[config.mk]
export PLATFORM = sky130hd
export DESIGN_NAME = dp_cu_param
export DESIGN_NICKNAME = d
export VERILOG_FILES = /design/src/rtl/dp_cu_param.sv
export SDC_FILE = /design/constraint.sdc
export NUM_CORES = 1
export LEC_CHECK = 0
export ABC_AREA = 1
export BUFFER_PORTS_ARGS = -buffer_cell sky130_fd_sc_hd__buf_2
export CAP_MARGIN = 20
export CORE_UTILIZATION = 45
export CTS_CLUSTER_DIAMETER = 80
export DETAILED_ROUTE_END_ITERATION = 16
export PLACE_DENSITY = 0.67
export SYNTH_ARGS = -nofsm -noshare
export SYNTH_HDL_FRONTEND = slang
export SYNTH_SLANG_ARGS = --single-unit
[constraint.sdc]
create_clock -name clk -period 2.3 [get_ports clk]
set_clock_uncertainty 0.2 [all_clocks]
set_input_delay 0.23 -clock clk [delete_from_list [all_inputs] [get_ports clk]]
set_output_delay 0.23 -clock clk [all_outputs]
set_load 0.1 [all_outputs]
[src/rtl/dp_cu_param.sv]
// dp_cu_param: parametrised go/done arithmetic unit (add, sub, and, shift-add mul)
// with a small control FSM whose state code is exported for a 7-segment display.
module dp_cu_param #(
    parameter int WIDTH = 4
) (
    input  logic               clk,
    input  logic               rst,
    input  logic               go,
    input  logic [1:0]         op,
    input  logic [WIDTH-1:0]   in1,
    input  logic [WIDTH-1:0]   in2,
    output logic [2:0]         cs,
    output logic               busy,
    output logic               done,
    output logic               neg,
    output logic [2*WIDTH-1:0] out
);

    // Iteration counter only ever needs to reach WIDTH-1.
    localparam int CW = $clog2(WIDTH + 1);
    localparam logic [CW-1:0] LAST_CNT = CW'(WIDTH - 1);

    localparam logic [1:0] OP_ADD = 2'b00;
    localparam logic [1:0] OP_SUB = 2'b01;
    localparam logic [1:0] OP_AND = 2'b10;
    localparam logic [1:0] OP_MUL = 2'b11;

    typedef enum logic [2:0] {
        ST_IDLE = 3'd0,
        ST_LOAD = 3'd1,
        ST_EXEC = 3'd2,
        ST_MUL  = 3'd3,
        ST_DONE = 3'd4
    } state_t;

    state_t             state_q, state_d;
    logic [WIDTH-1:0]   a_q, a_d;
    logic [WIDTH-1:0]   b_q, b_d;
    logic [1:0]         opr_q, opr_d;
    logic [2*WIDTH-1:0] acc_q, acc_d;
    logic [CW-1:0]      cnt_q, cnt_d;
    logic [2*WIDTH-1:0] out_q, out_d;
    logic               neg_q, neg_d;

    logic [2*WIDTH-1:0] a_ext;
    logic [2*WIDTH-1:0] b_ext;
    logic [2*WIDTH-1:0] mul_acc;

    // Zero-extended operands and the accumulator value after one shift-add step.
    always_comb begin
        a_ext   = {{WIDTH{1'b0}}, a_q};
        b_ext   = {{WIDTH{1'b0}}, b_q};
        mul_acc = acc_q;
        if (b_q[0]) begin
            mul_acc = acc_q + (a_ext << cnt_q);
        end
    end

    // Next-state and datapath control; the result register only moves on entry to DONE.
    always_comb begin
        state_d = state_q;
        a_d     = a_q;
        b_d     = b_q;
        opr_d   = opr_q;
        acc_d   = acc_q;
        cnt_d   = cnt_q;
        out_d   = out_q;
        neg_d   = neg_q;

        case (state_q)
            ST_IDLE: begin
                if (go) begin
                    state_d = ST_LOAD;
                end
            end

            ST_LOAD: begin
                a_d     = in1;
                b_d     = in2;
                opr_d   = op;
                acc_d   = '0;
                cnt_d   = '0;
                state_d = (op == OP_MUL) ? ST_MUL : ST_EXEC;
            end

            ST_EXEC: begin
                neg_d = 1'b0;
                case (opr_q)
                    OP_ADD: out_d = a_ext + b_ext;
                    OP_SUB: begin
                        out_d = {{WIDTH{1'b0}}, a_q - b_q};
                        neg_d = (a_q < b_q);
                    end
                    OP_AND: out_d = {{WIDTH{1'b0}}, a_q & b_q};
                    default: out_d = '0;
                endcase
                state_d = ST_DONE;
            end

            ST_MUL: begin
                acc_d = mul_acc;
                b_d   = b_q >> 1;
                cnt_d = cnt_q + CW'(1);
                if (cnt_q == LAST_CNT) begin
                    out_d   = mul_acc;
                    neg_d   = 1'b0;
                    state_d = ST_DONE;
                end
            end

            ST_DONE: begin
                if (!go) begin
                    state_d = ST_IDLE;
                end
            end

            default: begin
                state_d = ST_IDLE;
            end
        endcase
    end

    // State and datapath registers with asynchronous clear.
    always_ff @(posedge clk or posedge rst) begin
        if (rst) begin
            state_q <= ST_IDLE;
            a_q     <= '0;
            b_q     <= '0;
            opr_q   <= '0;
            acc_q   <= '0;
            cnt_q   <= '0;
            out_q   <= '0;
            neg_q   <= 1'b0;
        end else begin
            state_q <= state_d;
            a_q     <= a_d;
            b_q     <= b_d;
            opr_q   <= opr_d;
            acc_q   <= acc_d;
            cnt_q   <= cnt_d;
            out_q   <= out_d;
            neg_q   <= neg_d;
        end
    end

    // Status outputs are decoded straight from the state register.
    always_comb begin
        cs   = state_q;
        busy = (state_q == ST_LOAD) || (state_q == ST_EXEC) || (state_q == ST_MUL);
        done = (state_q == ST_DONE);
        neg  = neg_q;
        out  = out_q;
    end

    // Keep the otherwise-unused upper bits of b_ext visible to tools as intentional.
    logic unused_b_ext;
    always_comb begin
        unused_b_ext = ^b_ext;
    end

endmodule

---- Word level (Yosys, flattened, before mapping) ----
Index checks and enable logic that the tools add are counted.
operators by class
  add/sub/neg operators ................... 4
  magnitude comparators ................... 1
  eq/ne operators ......................... 11
  shifts and indexed selects .............. 1
  mux-type cells .......................... 15
  bitwise gates (word level) .............. 1
  reduce and logical (&&, ||, !) cells .... 8
operators with widths
  kind                   number
  $pmux W8 S2            2
  $mux W8                2
  $pmux W3 S5            1
  $pmux W5 S3            1
  $eq A3 B2 Y1 const B   3
  $mux W3                3
  $add A8 B8 Y8          1
  $pmux W4 S2            1
  $shl A4 B3 Y8          1
  $ne A2 B2 Y1 const B   3
  $pmux W3 S2            1
  $add A4 B4 Y5          1
  $and A4 B4 Y4          1
  $eq A2 B2 Y1 const B   2
  $lt A4 B4 Y1           1
  $reduce_bool A2 Y1     2
  $sub A4 B4 Y4          1
  $add A3 B1 Y3 const B  1
  $eq A3 B1 Y1 const B   1
  $eq A3 B3 Y1 const B   1
  $logic_not A3 Y1       1
  $mux W1                3
  $reduce_and A3 Y1      1
  $eq A2 B1 Y1 const B   1
  other kinds (4)        5
storage, ports and cells
  register bits after elaboration ......... 33
  bits of input ports ..................... 13
  logic and storage cells ................. 49

---- Longest topological paths before layout ----
  depth after elaboration ................. 5
  depth in mapped cells ................... 16
  mapped depth without buffers ............ 16

---- Least setup slack after synthesis ----
OpenSTA, ideal clock, no wires.
  path kind ............................... reg-to-reg
  start ................................... register state_q[2] (netlist: cs[2])
  end ..................................... register state_q[0] (netlist: cs[0])
  arrival time ............................ 3736 ps
  setup slack ............................. -1763 ps
  stages on the path, launching flop included .. 6
  buffers on the path ..................... 0
  cell sequence ........................... dfrtp_1 > inv_1 > nor3_1 > nand2_1 > nand2_1 > o21ai_0
on the way
  longest elaborated chain between the ends .. 3
  elaborated cells between the ends (all ways) .. 10
  those cells by class .................... eq/ne (7); mux (1); reduce/logical (2)
ends and longest elaborated chain
  what                         line  RTL
  start, declared              36    state_t state_q, state_d;
  start signal, assigned       135   state_q <= state_d;
  $eq A3 B3 Y1 *               n/a
  via done                     14    output logic done,
  $ne A2 B2 Y1 (no line)       n/a
  $reduce_and A3 Y1 (no line)  n/a
Mark *: on every way through the listed nets, which the timed path passes. The rest lies on a longest branch.
A chain may end at the register's enable or synchronous reset.

---- Worst setup path after layout ----
  start ................................... register cnt_q[0]
  end ..................................... register out_q[3] (netlist: out[3])
on the way
  longest elaborated chain between the ends .. 5
  elaborated cells between the ends (all ways) .. 8
  those cells by class .................... add/sub (1); eq/ne (2); shift (1); mux (3); reduce/logical (1)
ends and longest elaborated chain
  what                    line  RTL
  start, declared         41    logic [CW-1:0] cnt_q, cnt_d;
  start signal, assigned  140   cnt_q <= cnt_d;
  $shl A4 B3 Y8           55    mul_acc = acc_q + (a_ext << cnt_q);
  $add A8 B8 Y8           55
  $mux W8                 54    if (b_q[0]) begin
  $mux W8                 104   if (cnt_q == LAST_CNT) begin
  $pmux W8 S2             70    case (state_q)
  end signal, assigned    141   out_q <= out_d;
  end, declared           42    logic [2*WIDTH-1:0] out_q, out_d;
Several ways; a longest one is shown, not always the timed one. The select of a mux whose other input is x is not followed.

==> impl_metrics.toml <==
[critical_path]
crit_path_end_kind = "flip-flop"
cp_slowest_cell = "dfrtp_2"
slowest_delay_ns = 0.46
crit_chain = "nand2_2 -> o21ai_2 -> o21ai_2 -> nor2_1 -> ha_1 -> or2_4 -> nand2_4 -> nor2_2 -> nand3b_1 -> a21oi_2 -> a21oi_2"
arrival_ns = 2.27
r2r_end = "out[3]"
r2r_slack_ns = -0.007
r2r_start = "cnt_q[0]"
critPathMaxFanout = 7
critical_path_required_ns = 2.27
reg2reg_depth = 11
crit_type = "reg -> reg"
critPathLaunchType = "flip-flop"

[floorplanning]
fp.dieW_um = 72.6
rows = 25
core_sq_um = 4750
start_util_pct = 47.1
die_area_sq_um = 5270
fp.dieH_um = 72.6
io-pin-count = 27

[logic_synthesis]
synth-simple-area-share_pct = 26.3
muxShareOfSynthArea_pct = 0
synth-seq-cells = 33
synthCells = 297
synth_top_family_by_area = "simple AND/OR/NAND/NOR gates"
synth.distinct_cells = 34
synth_top_area_cell = "dfrtp_1"
synthAdderAreaFrac_pct = 12.2
syn_avg_cell_area_sq_um = 7.55
synth-compound-area-share_pct = 15.7
synthesis.nets = 330
synth_area_leaders = "dfrtp_1 (37%), nand2_1 (13%), ha_1 (9.5%)"
synth_xor_area_share_pct = 0.391
ys_seq_area_share_pct = 36.9
synth_top_area_share_pct = 36.9
yosysWarnings = 0
synth_edf_count = 0
synth_area_sq_um = 2240
postSynth.asyncResetShare_pct = 100
yosys_most_used_dff = "dfrtp_1"

[placement]
placed_cells = 402
gp_congestion = 0.851
dp_slack_ns = -0.0848
port_buffers = 26
dp_hpwl_mm = 4.32

[sta]
fin_setup_tns_ns = -0.00701
final.min_clock_period_ns = 2.31
drv_slew = 0
timing.hold.ws_ns = 0.280
fmax_mhz = 433
max_slew.worst_pin.slew_ns = 0.522
fin_ws_ns = -0.00701
hold_viol_final = 0
rsz0062_at_grt = "yes"
finalCritPeriodShare_pct = 100
slew-limit-headroom_pct = 65.1
setup_viol = 1

[hold_path]
whs_path_depth = 2
hold_start = "out[5]"
hp-class = "reg -> reg"
holdPathEnd = "out[5]"

[clock_tree]
cts_made_buffers = 5
cts_tree = "yes"
cts-root-buf = "clkbuf_8"
clk_pin_slew_worst_paths_ns = 0.07
cts_sinks = 33
htreeDepth = 2
clk_latency_ns = 0.29
clockBufferDepth = 2

[detailed_routing]
vias_per_cell = 5.18
ant_nets = 0
routed_wl_mm = 6.05
drtIter0Drc = 83
wl_per_cell_um = 14.2
drt_pass1_iterations = 4
vias = 2201
drc_errors = 0

[global_route]
grt-ovfl-total = 0
grt_pass1_wl_mm = 9.71
use_met3_pct = 3.89
use_met2_pct = 38.5
antenna_found_initial = 0
grt_usage_pct = 24.4
grt_max_degree = 34
grt_most_used_layer = "met2"
met1_usage_pct = 33.2
first_global_vias = 2070

[flow_run]
cap_violations = 0

[cells_and_area]
stdcell_count = 425
antenna_cells = 0
nets = 390
multi_input_area_sq_um = 1410
area_delta_synth_final_pct = 32.9
fill_cells = 437
layout-drive-gt1-share_pct = 27.9
regArea_sq_um = 835

[run_status]
violations = "setup timing"
outcome = "finished with violations"
[synthesized netlist by cell type, drive strengths merged (3+ instances only)]
cell / n
nand4: 3
a22oi: 3
a31oi: 4
o21ai: 25
inv: 41
nand3: 25
nand2: 80
dfrtp: 33
clkbuf: 3
ha: 17
a21oi: 19
nor2: 19
fa: 3
nor3: 4
[cells by family after synthesis]
| family | after synthesis |
|---|---|
| flops | 33 |
| xor+xnor | 1 |
| fa+ha+maj | 20 |
| simple gates | 136 |
| compound gates | 60 |
| buf+inv | 47 |
[state kept, by name (all words and copies together), names as in the netlist]
name   cells
acc_q      8
out        8
a_q        4
b_q        4
cnt_q      3
cs         3
opr_q      2
neg        1
[what timing repair did]
action | 4_1_cts | 5_1_grt
hold buffers | 12 | 0
resized for setup | 5 | 46
endpoints found under the hold margin | 44 | 0
pin swaps | 1 | 16
setup buffers | 0 | 3
setup endpoints to repair | 9 | 14
[cell usage in the layout (no fill, tap or decap), types with 5 or more instances in the layout]
cell,Yosys,final
dfrtp_1,33,28
a21oi_1,18,12
buf_4,1,20
dlygate4sd3_1,0,12
inv_1,40,35
o21ai_0,24,17
a21oi_2,0,5
nand2_1,79,74
nor2_1,18,13
clkbuf_8,1,6
inv_2,1,6
nand3_1,24,23
ha_1,17,13
buf_2,1,26
[layer usage]
metal  routed length [um]  part of all wire [%]  vias up
met5                    0                     0        -
met4                  125                   2.1        0
met3                  209                   3.5       12
met2                 2900                    48       48
met1                 2820                    47     1032
li1                     -                     -     1109
[area by class of cell]
type                       instances  area share [%]
tap                               67            2.81
inverter                          42            5.29
timing repair buffer              58            13.4
multi-input combinational        217            47.4
sequential                        33            28.0
clock buffer                       8            3.02
[critical path: cells and delay by family, from the launching register on]
kind | cells | cell delay (ns)
fa+ha+maj | 1 | 0.31
simple gates | 6 | 0.73
flops | 1 | 0.46
compound gates | 4 | 0.49
[metrics by stage]
step,util (%),instance area (sq um)
floorplan,-,2260
global placement,54.0,2570
CTS,58.6,2780
finish,62.7,2980
global route,62.7,2980
detailed placement,54.0,2570
[worst max path at each step]
| stage | from | endpoint | slack (ns) | cells after the start |
|---|---|---|---|---|
| after floorplan | cs[2] | cs[0] | 0.02 | 5 |
| after global placement | cnt_q[0] | out[3] | -0.03 | 11 |
| after detailed placement | cnt_q[0] | out[3] | -0.08 | 11 |
| after CTS | cnt_q[0] | acc_q[7] | -0.02 | 13 |
| after global routing | cnt_q[0] | out[3] | -0.13 | 10 |
| final | cnt_q[0] | out[3] | -0.007 | 11 |
Power is left out: the tool's default activity adds up to more than one toggle a clock period on the data nets, which glitch-free logic cannot reach.
